==> src/rtl/icache_refill_ctlr_pkg.sv <==
// Shared icache refill definitions: FSM state encoding and block-offset sizing.
package icache_refill_ctlr_pkg;

    typedef enum logic [2:0] {
        ST_IDLE  = 3'd0,
        ST_REQ   = 3'd1,
        ST_FILL  = 3'd2,
        ST_DRAIN = 3'd3,
        ST_DONE  = 3'd4
    } refill_state_t;

    // Byte offset of a word within a block; words are 4 bytes wide.
    localparam int unsigned WORD_OFF_W = 32'd2;

    function automatic int unsigned blk_off_w(input int unsigned words);
        return $clog2(words) + WORD_OFF_W;
    endfunction

    localparam int unsigned BLK_OFF_W = blk_off_w(32'd4);

endpackage

==> src/rtl/icache_refill_ctlr_beat_ctr.sv <==
// Refill beat counter: cleared when a burst is accepted, counts returned beats,
// and flags the final beat of the block.
module refill_beat_ctr #(
    parameter int unsigned B  = 4,
    parameter int unsigned CW = $clog2(B)
) (
    input  logic          clk_i,
    input  logic          reset_i,
    input  logic          clr_i,
    input  logic          inc_i,
    output logic [CW-1:0] cnt_o,
    output logic          last_o
);

    logic [CW-1:0] cnt_q;
    logic [CW-1:0] cnt_d;

    // Next count: clear has priority over increment.
    always_comb begin
        cnt_d = cnt_q;
        if (clr_i) begin
            cnt_d = {CW{1'b0}};
        end else if (inc_i) begin
            cnt_d = cnt_q + {{(CW-1){1'b0}}, 1'b1};
        end else begin
            cnt_d = cnt_q;
        end
    end

    // Count register.
    always_ff @(posedge clk_i or negedge reset_i) begin
        if (!reset_i) begin
            cnt_q <= {CW{1'b0}};
        end else begin
            cnt_q <= cnt_d;
        end
    end

    assign cnt_o  = cnt_q;
    assign last_o = (cnt_q == CW'(B - 1));

endmodule

==> src/rtl/icache_refill_ctlr.sv <==
// Instruction-cache line refill controller: issues a block read burst on a miss
// and streams returned beats into the replacement line.
module icache_refill_ctlr
    import icache_refill_ctlr_pkg::*;
#(
    parameter int unsigned B  = 4,
    parameter int unsigned AW = 32
) (
    input  logic                 clk_i,
    input  logic                 reset_i,
    input  logic                 instr_miss_f_i,
    input  logic                 instr_cache_rep_active_i,
    input  logic [AW-1:0]        pc_f_i,
    input  logic                 flush_i,
    output logic                 mem_req_o,
    output logic [AW-1:0]        mem_addr_o,
    input  logic                 mem_ack_i,
    input  logic                 mem_rvalid_i,
    input  logic [AW-1:0]        mem_rdata_i,
    output logic                 rep_we_o,
    output logic [$clog2(B)-1:0] rep_word_o,
    output logic [AW-1:0]        rep_data_o,
    output logic [AW-1:0]        rep_addr_o,
    output logic                 rep_done_o,
    output logic                 refill_busy_o
);

    localparam int unsigned CW   = $clog2(B);
    localparam int unsigned OFFW = blk_off_w(B);
    localparam logic [AW-1:0] BLK_MASK = {AW{1'b1}} << OFFW;

    refill_state_t state_q;
    refill_state_t state_d;
    logic [AW-1:0] base_q;
    logic [AW-1:0] base_d;
    logic          start_s;
    logic          ctr_clr_s;
    logic          ctr_inc_s;
    logic [CW-1:0] cnt_s;
    logic          last_s;

    assign start_s   = instr_miss_f_i & instr_cache_rep_active_i & ~flush_i;
    // The counter restarts whenever the burst is accepted, whether it will be kept or drained.
    assign ctr_clr_s = (state_q == ST_REQ) & mem_ack_i;
    assign ctr_inc_s = ((state_q == ST_FILL) | (state_q == ST_DRAIN)) & mem_rvalid_i;

    refill_beat_ctr #(
        .B  (B),
        .CW (CW)
    ) u_beat_ctr (
        .clk_i   (clk_i),
        .reset_i (reset_i),
        .clr_i   (ctr_clr_s),
        .inc_i   (ctr_inc_s),
        .cnt_o   (cnt_s),
        .last_o  (last_s)
    );

    // State and latched block base.
    always_ff @(posedge clk_i or negedge reset_i) begin
        if (!reset_i) begin
            state_q <= ST_IDLE;
            base_q  <= {AW{1'b0}};
        end else begin
            state_q <= state_d;
            base_q  <= base_d;
        end
    end

    // Next-state and base-capture logic.
    always_comb begin
        state_d = state_q;
        base_d  = base_q;
        case (state_q)
            ST_IDLE: begin
                if (start_s) begin
                    state_d = ST_REQ;
                    base_d  = pc_f_i & BLK_MASK;
                end else begin
                    state_d = ST_IDLE;
                end
            end
            ST_REQ: begin
                if (mem_ack_i) begin
                    state_d = flush_i ? ST_DRAIN : ST_FILL;
                end else if (flush_i) begin
                    state_d = ST_IDLE;
                end else begin
                    state_d = ST_REQ;
                end
            end
            ST_FILL: begin
                // A flush on the final beat has nothing left to drain.
                if (mem_rvalid_i && last_s) begin
                    state_d = flush_i ? ST_IDLE : ST_DONE;
                end else if (flush_i) begin
                    state_d = ST_DRAIN;
                end else begin
                    state_d = ST_FILL;
                end
            end
            ST_DRAIN: begin
                if (mem_rvalid_i && last_s) begin
                    state_d = ST_IDLE;
                end else begin
                    state_d = ST_DRAIN;
                end
            end
            ST_DONE: begin
                state_d = ST_IDLE;
            end
            default: begin
                state_d = ST_IDLE;
            end
        endcase
    end

    // Outputs decoded from state; line writes pass the beat through with zero latency.
    always_comb begin
        mem_req_o     = 1'b0;
        mem_addr_o    = {AW{1'b0}};
        rep_we_o      = 1'b0;
        rep_word_o    = {CW{1'b0}};
        rep_data_o    = {AW{1'b0}};
        rep_done_o    = 1'b0;
        refill_busy_o = 1'b1;
        case (state_q)
            ST_IDLE: begin
                refill_busy_o = 1'b0;
            end
            ST_REQ: begin
                mem_req_o  = 1'b1;
                mem_addr_o = base_q;
            end
            ST_FILL: begin
                if (mem_rvalid_i && !flush_i) begin
                    rep_we_o   = 1'b1;
                    rep_word_o = cnt_s;
                    rep_data_o = mem_rdata_i;
                end else begin
                    rep_we_o   = 1'b0;
                end
            end
            ST_DRAIN: begin
                rep_we_o = 1'b0;
            end
            ST_DONE: begin
                rep_done_o = 1'b1;
            end
            default: begin
                refill_busy_o = 1'b0;
            end
        endcase
    end

    assign rep_addr_o = base_q;

endmodule

==> config.mk <==
export PLATFORM = sky130hd
export DESIGN_NAME = icache_refill_ctlr
export DESIGN_NICKNAME = d
export VERILOG_FILES = /design/src/rtl/icache_refill_ctlr_pkg.sv /design/src/rtl/icache_refill_ctlr_beat_ctr.sv /design/src/rtl/icache_refill_ctlr.sv
export SDC_FILE = /design/constraint.sdc
export NUM_CORES = 1
export LEC_CHECK = 0
export CAP_MARGIN = 15
export CORE_MARGIN = 2
export CORE_UTILIZATION = 28
export CTS_BUF_LIST = sky130_fd_sc_hd__clkbuf_4 sky130_fd_sc_hd__clkbuf_8
export DETAILED_ROUTE_END_ITERATION = 8
export GPL_ROUTABILITY_DRIVEN = 1
export HOLD_SLACK_MARGIN = 0.1
export PLACE_DENSITY = 0.78
export RECOVER_POWER = 50
export SLEW_MARGIN = 0
export SYNTH_ARGS = -nofsm -noshare
export SYNTH_HDL_FRONTEND = slang
export SYNTH_HIERARCHICAL = 1
export SYNTH_SLANG_ARGS = --single-unit
==> constraint.sdc <==
create_clock -name clk_i -period 1.69 [get_ports clk_i]
set_clock_uncertainty 0.05 [all_clocks]
set_input_delay 0.2535 -clock clk_i [delete_from_list [all_inputs] [get_ports clk_i]]
set_output_delay 0.2535 -clock clk_i [all_outputs]
set_load 0.1 [all_outputs]
==> results of run 1 <==
==> synth_stat cells <==
cell       count  share of area [%]
buf_2          2               0.54
mux2_4         9                7.3
dfrtp_1       33                 45
buf_4          8                3.2
and2_1        64                 22
inv_1          1               0.20
nor2_1         3               0.61
nand2_1        3               0.61
ha_1           1               0.68
nor4_2         1               0.68
mux2_2        19                 12
nor3b_4        1                1.0
nor3_1         1               0.27
mux2i_1        1               0.54
clkbuf_2       2               0.54
conb_1         1               0.20
a21oi_1        1               0.27
nand3_1        2               0.54
xnor2_1        3                1.4
o2111ai_1      1               0.47
buf_6          2                1.2
and3b_1        1               0.47
nand3b_1       1               0.41
nor3b_1        1               0.41
clkbuf_1       3               0.61
==> per-layer routing <==
layer | track usage, % | routed length, µm
met1 | 19.7 | 2480
met2 | 37.7 | 4080
met4 | 6.06 | 114
met5 | 0 | 0
met3 | 8.85 | 833
==> worst reg2reg max path, delay by kind of cell (launching register included) <==
kind                   cells  cell delay, ps
muxes                      1             290
and+or+nand+nor            2             500
DFF                        1             420
buffers and inverters      3             480
==> cells by family (layout without fill, tap and decap cells) <==
logic type                 after synthesis  count (layout)
and+or+nand+nor                         78              78
muxes                                   29              29
DFF                                     33              33
xor gates and xnor gates                 3               3
adders and majority gates                1               1
other                                    1               8
AOI/OAI and AO/OA                        2               2
buffers and inverters                   18             196
==> state kept, by name, summed over array words and instances, names as in the netlist <==
signal	flops
rep_addr_o	28
state_q	3
u_beat_ctr/cnt_o	2
==> worst paths after layout <==
path	from	depth (start not counted)	slack, ps	to
setup / recovery	state_q[2]	6	-400	rep_data_o[4]
setup reg to reg	state_q[2]	6	-170	rep_addr_o[22]
hold reg to reg	u_beat_ctr/cnt_o[1]	2	530	u_beat_ctr/cnt_o[1]
min in group asynchronous	reset_i	2	560	rep_addr_o[13]
hold / removal	mem_rvalid_i	4	290	state_q[1]
max in group asynchronous	reset_i	2	410	state_q[0]
==> cell type report <==
class	count	area, µm²
Sequential cell	33	831
Fill cell	369	1360
Inverter	1	3.75
Tap cell	77	96.3
Clock buffer	7	90.1
Clock inverter	1	30.0
Multi-Input combinational cell	121	1120
Timing Repair Buffer	187	2860
==> timing repair <==
item / in CTS / in global routing
setup endpoints to repair: 77 / 94
pin swaps: 2 / 3
buffers inserted: 5 / 2
hold endpoints to repair: 0 / 0
hold buffers: 0 / 0
cloned: 1 / 3
gates resized for setup: 8 / 11
==> per-stage QoR <==
stage / util [%] / instance area (µm²)
floorplan: - / 2040
global placement: 73.8 / 4710
detailed placement: 73.8 / 4710
CTS: 77.1 / 4920
global route: 78.7 / 5030
finish: 78.7 / 5030
==> out/metrics.csv, run 1 <==
stage,metric,value,unit
run_status,status,finished with violations,
run_status,violated checks,negative setup slack,
grt,pin count of the biggest net entering global routing,34,
detailed_routing,Via Count,1922,
grt,vias in the first global route,2096,
min_path,HP Class,in -> reg,
grt,first-pass GRT wire length,11300,µm
synth,cell count after synthesis,165,
grt,antenna violations before repair,0,
timing,Fin Hold WS,288,ps
worst_setup_path,worst setup path class,reg -> out,
worst_setup_path,CP max stage delay,420,ps
worst_setup_path,cell family with most CP delay,simple AND/OR/NAND/NOR gates,
clock_network,CTS tree,done,
clock_network,CTS Buf Count,5,
layout,Post-Layout Cell Count,427,
synth,Seq cells post-synth,33,
synth,count of cell types in the netlist,25,
floorplanning,Initial Utilization,29.0,%
placement,DP Wirelength,5690,µm
worst_setup_path,Crit Path Max Fanout,17,
timing,Max-slew headroom,41.1,%
detailed_routing,Antenna Violating Nets Remaining,0,
timing,setup TNS after final layout,-25330,ps
timing,fin crit period,2090,ps
detailed_routing,Initial DRT Pass Iterations,3,
layout,share of cells above drive strength 1,66.0,%
worst_setup_path,CP most frequent cell,buf_12,
timing,Final Max Slew Viols,0,
detailed_routing,DRC,0,
synth,synthesized area,0.00185,mm²
clock_network,Worst-Skew Late Latency,290,ps
synth,Post-Synth Adder-Cell Area,0.676,%
layout,final net count,421,
timing,RSZ-0062 raised after global routing,yes,
placement,post-place setup slack,-398,ps
synth,Synth Area in XOR/XNOR,1.42,%
clock_network,CTS Sinks,33,
layout,# diodes,0,
detailed_routing,Initial DRC Count,70,
floorplanning,core area,0.00639,mm²
detailed_routing,via/cell ratio,4.50,
flow_run,MaxCap Viol Count,0,
grt,GR Util All Layers,20.1,%
placement,routability cong.,0.748,
timing,Final Hold Vio Count,0,
detailed_routing,drt total wl,7510,µm
layout,most frequent cells in the layout,"buf_12 (97), clkdlybuf4s50_1 (64), and2_4 (39)",
placement,I/O Buffers,160,
worst_setup_path,CP Data Required Time,1390,ps
synth,Mean Syn Cell Area,11.2,µm²
worst_setup_path,Startpoint Class,register,
timing,final worst setup slack,-398,ps
timing,worst slew pin tran,883,ps
worst_setup_path,CP max-delay cell,dfrtp_2,
floorplanning,Chip Height,85.3,µm
floorplanning,# IOs,173,
floorplanning,Die Wd,85.3,µm
grt,total global routing overflow,0,
synth,post-synthesis mux area share,19.4,%
layout,area growth from synthesis to layout,171,%
timing,Tcrit/Tclk final,124,%
worst_setup_path,critical path buffer and inverter count,3,
layout,"commonest non-fill, non-tap cell in the layout",buf_12,
detailed_routing,WL/cell,17.6,µm
worst_setup_path,crit path cell chain,and3b_2 > nor3b_4 > buf_4 > buf_12 > and2_2 > buf_12,
clock_network,Root Driver,clkbuf_8,
timing,f_max,479,MHz
clock_network,clk slew on worst S/H paths,70,ps
worst_setup_path,Worst EP arrival,1780,ps
clock_network,H-tree Lvls,2,
synth,compound-gate portion of the synthesized area,0.743,%
synth,Simple-Gate Fraction of Synth Area,26.6,%
clock_network,Clock Tree Buf Depth,2,
synth,largest family of logic cells by synthesized area,simple AND/OR/NAND/NOR gates,
floorplanning,Die ar.,0.00728,mm²
timing,final setup vio count,94,
placement,post-placement cell count,408,
synth,sequential-to-total area share from yosys stat,44.6,%
worst_setup_path,critical path endpoint category,output port,
synth,yosys warns,6,
floorplanning,Cell Rows,29,
Power of run 1 is not shown: default switching activity piles up to over one toggle a cycle in this logic, so the estimate is an artifact.
==> inputs of run 2 (changes only) <==
--- a/config.mk
+++ b/config.mk
@@ -5,7 +5,6 @@
 export SDC_FILE = /design/constraint.sdc
 export NUM_CORES = 1
 export LEC_CHECK = 0
-export CAP_MARGIN = 15
 export CORE_MARGIN = 2
 export CORE_UTILIZATION = 28
 export CTS_BUF_LIST = sky130_fd_sc_hd__clkbuf_4 sky130_fd_sc_hd__clkbuf_8
@@ -14,6 +13,7 @@
 export HOLD_SLACK_MARGIN = 0.1
 export PLACE_DENSITY = 0.78
 export RECOVER_POWER = 50
+export SKIP_CTS_REPAIR_TIMING = 1
 export SLEW_MARGIN = 0
 export SYNTH_ARGS = -nofsm -noshare
 export SYNTH_HDL_FRONTEND = slang
==> run 2 against run 1 <==
- the run still ends with negative setup slack left
- highest routed layer unchanged
- register-to-register slack gained 90 ps
- largest cell class unchanged
- design area shrank 1.4%
- critical path depth shrank 1
==> out/metrics.csv, run 2 (synthesis results as in run 1) <==
stage,metric,value,unit,change
detailed_routing,via/cell ratio,4.46,,-1.0%
placement,DP Wirelength,5690,µm,unchanged
detailed_routing,Initial DRT Pass Iterations,4,,+1
detailed_routing,Antenna Violating Nets Remaining,0,,unchanged
timing,final worst setup slack,-400,ps,-2.06 ps
detailed_routing,drt total wl,7240,µm,-3.6%
timing,Fin Hold WS,297,ps,+9.39 ps
floorplanning,Die Wd,85.3,µm,unchanged
detailed_routing,WL/cell,17.2,µm,-2.2%
placement,post-place setup slack,-398,ps,unchanged
min_path,HP Class,in -> reg,,
floorplanning,Initial Utilization,29.0,%,unchanged
placement,routability cong.,0.748,,unchanged
detailed_routing,DRC,0,,unchanged
flow_run,MaxCap Viol Count,0,,unchanged
layout,"Core Util, Final",77.6,%,-1.1 points
worst_setup_path,CP Data Required Time,1390,ps,about the same
clock_network,CTS Buf Count,5,,unchanged
clock_network,Root Driver,clkbuf_8,,
detailed_routing,Via Count,1876,,-2.4%
clock_network,clk slew on worst S/H paths,70,ps,about the same
worst_setup_path,Worst EP arrival,1790,ps,about the same
layout,# diodes,0,,unchanged
worst_setup_path,critical path endpoint category,output port,,
grt,total global routing overflow,0,,unchanged
grt,pin count of the biggest net entering global routing,34,,unchanged
grt,antenna violations before repair,0,,unchanged
timing,fin crit period,2090,ps,+2.06 ps
floorplanning,Cell Rows,29,,unchanged
floorplanning,# IOs,173,,unchanged
floorplanning,Die ar.,0.00728,mm²,unchanged
worst_setup_path,Crit Path Max Fanout,33,,+16
clock_network,CTS Sinks,33,,unchanged
clock_network,Clock Tree Buf Depth,2,,unchanged
clock_network,H-tree Lvls,2,,unchanged
timing,worst slew pin tran,877,ps,-6.50 ps
timing,f_max,478,MHz,about the same
timing,Final Max Slew Viols,0,,unchanged
grt,vias in the first global route,2035,,-2.9%
clock_network,CTS tree,done,,
detailed_routing,Initial DRC Count,25,,-64%
layout,max reg flops,28,,unchanged
layout,area growth from synthesis to layout,168,%,
layout,# fillers,378,,+2.4%
run_status,violated checks,negative setup slack,,
worst_setup_path,Startpoint Class,register,,
grt,GR Util All Layers,19.4,%,-0.69 points
worst_setup_path,worst setup path class,reg -> out,,
timing,Max-slew headroom,41.6,%,+0.43 points
timing,final setup vio count,93,,-1.1%
floorplanning,core area,0.00639,mm²,unchanged
timing,Tcrit/Tclk final,124,%,about the same
grt,first-pass GRT wire length,10900,µm,-3.4%
layout,share of cells above drive strength 1,65.1,%,-0.88 points
timing,Final Hold Vio Count,0,,unchanged
floorplanning,Chip Height,85.3,µm,unchanged
timing,RSZ-0062 raised after global routing,yes,,
run_status,status,finished with violations,,
placement,I/O Buffers,160,,unchanged
layout,"commonest non-fill, non-tap cell in the layout",buf_12,,
layout,final net count,415,,-1.4%
clock_network,Worst-Skew Late Latency,290,ps,about the same
layout,most frequent cells in the layout,"buf_12 (98), clkdlybuf4s50_1 (64), and2_4 (40)",,
==> run 2: cell types whose count changed in the layout (fill, tap and decap cells not counted) <==
cell / previous run / this run
and2_2: 23 / 22
and2_4: 39 / 40
buf_12: 97 / 98
buf_16: 1 / 0
buf_4: 14 / 10
buf_6: 6 / 2
buf_8: 0 / 2
nor2_1: 2 / 3
nor2_4: 1 / 0
xnor2_2: 0 / 1
xnor2_4: 1 / 0
==> run 2: layout make-up <==
type | count | area, µm² | area share (%)
inverters | 1 | 3.75 | 0.0757
clock inverters | 1 | 30.0 | 0.606
flip-flops and latches | 33 | 831 | 16.8
well taps | 77 | 96.3 | 1.94
clock buffers | 7 | 90.1 | 1.82
multi-input cells | 121 | 1100 | 22.2
repair buffers | 181 | 2810 | 56.6
==> run 2: critical path, stage by stage, from the launching register on <==
cell and delay [ps]:
dfrtp_2 430, and3b_2 250, nor3b_4 240, buf_12 200, and2_2 190, buf_12 170
==> run 2: per-stage QoR <==
stage | TNS, ps | cells | cell area [µm²]
3_5_place_dp | -18950 | 408 | 4710
2_1_floorplan | -13880 | 172 | 2040
6_report | -22780 | 421 | 4960
5_1_grt | -29020 | 421 | 4960
3_3_place_gp | -16310 | 408 | 4710
4_1_cts | -24670 | 416 | 4830
==> run 2: final timing paths <==
kind,slack [ps],cells past startpoint,end,start
max,-400,5,rep_data_o[4],state_q[2]
max reg2reg,-80,5,rep_addr_o[22],state_q[2]
max in group asynchronous,430,2,state_q[0],reset_i
min reg2reg,530,2,u_beat_ctr/cnt_o[1],u_beat_ctr/cnt_o[1]
min in group asynchronous,560,2,rep_addr_o[13],reset_i
min,300,4,state_q[1],mem_rvalid_i
==> run 2: metal layers <==
layer  global-route usage, %  part of all wire [%]  vias up
met5                       0                     0        -
met2                    36.2                    55      113
met4                    6.06                   1.1        0
met1                    18.9                    33      879
li1                        -                     -      874
met3                    8.95                    11       10
Power of run 2 is left out for the same reason.
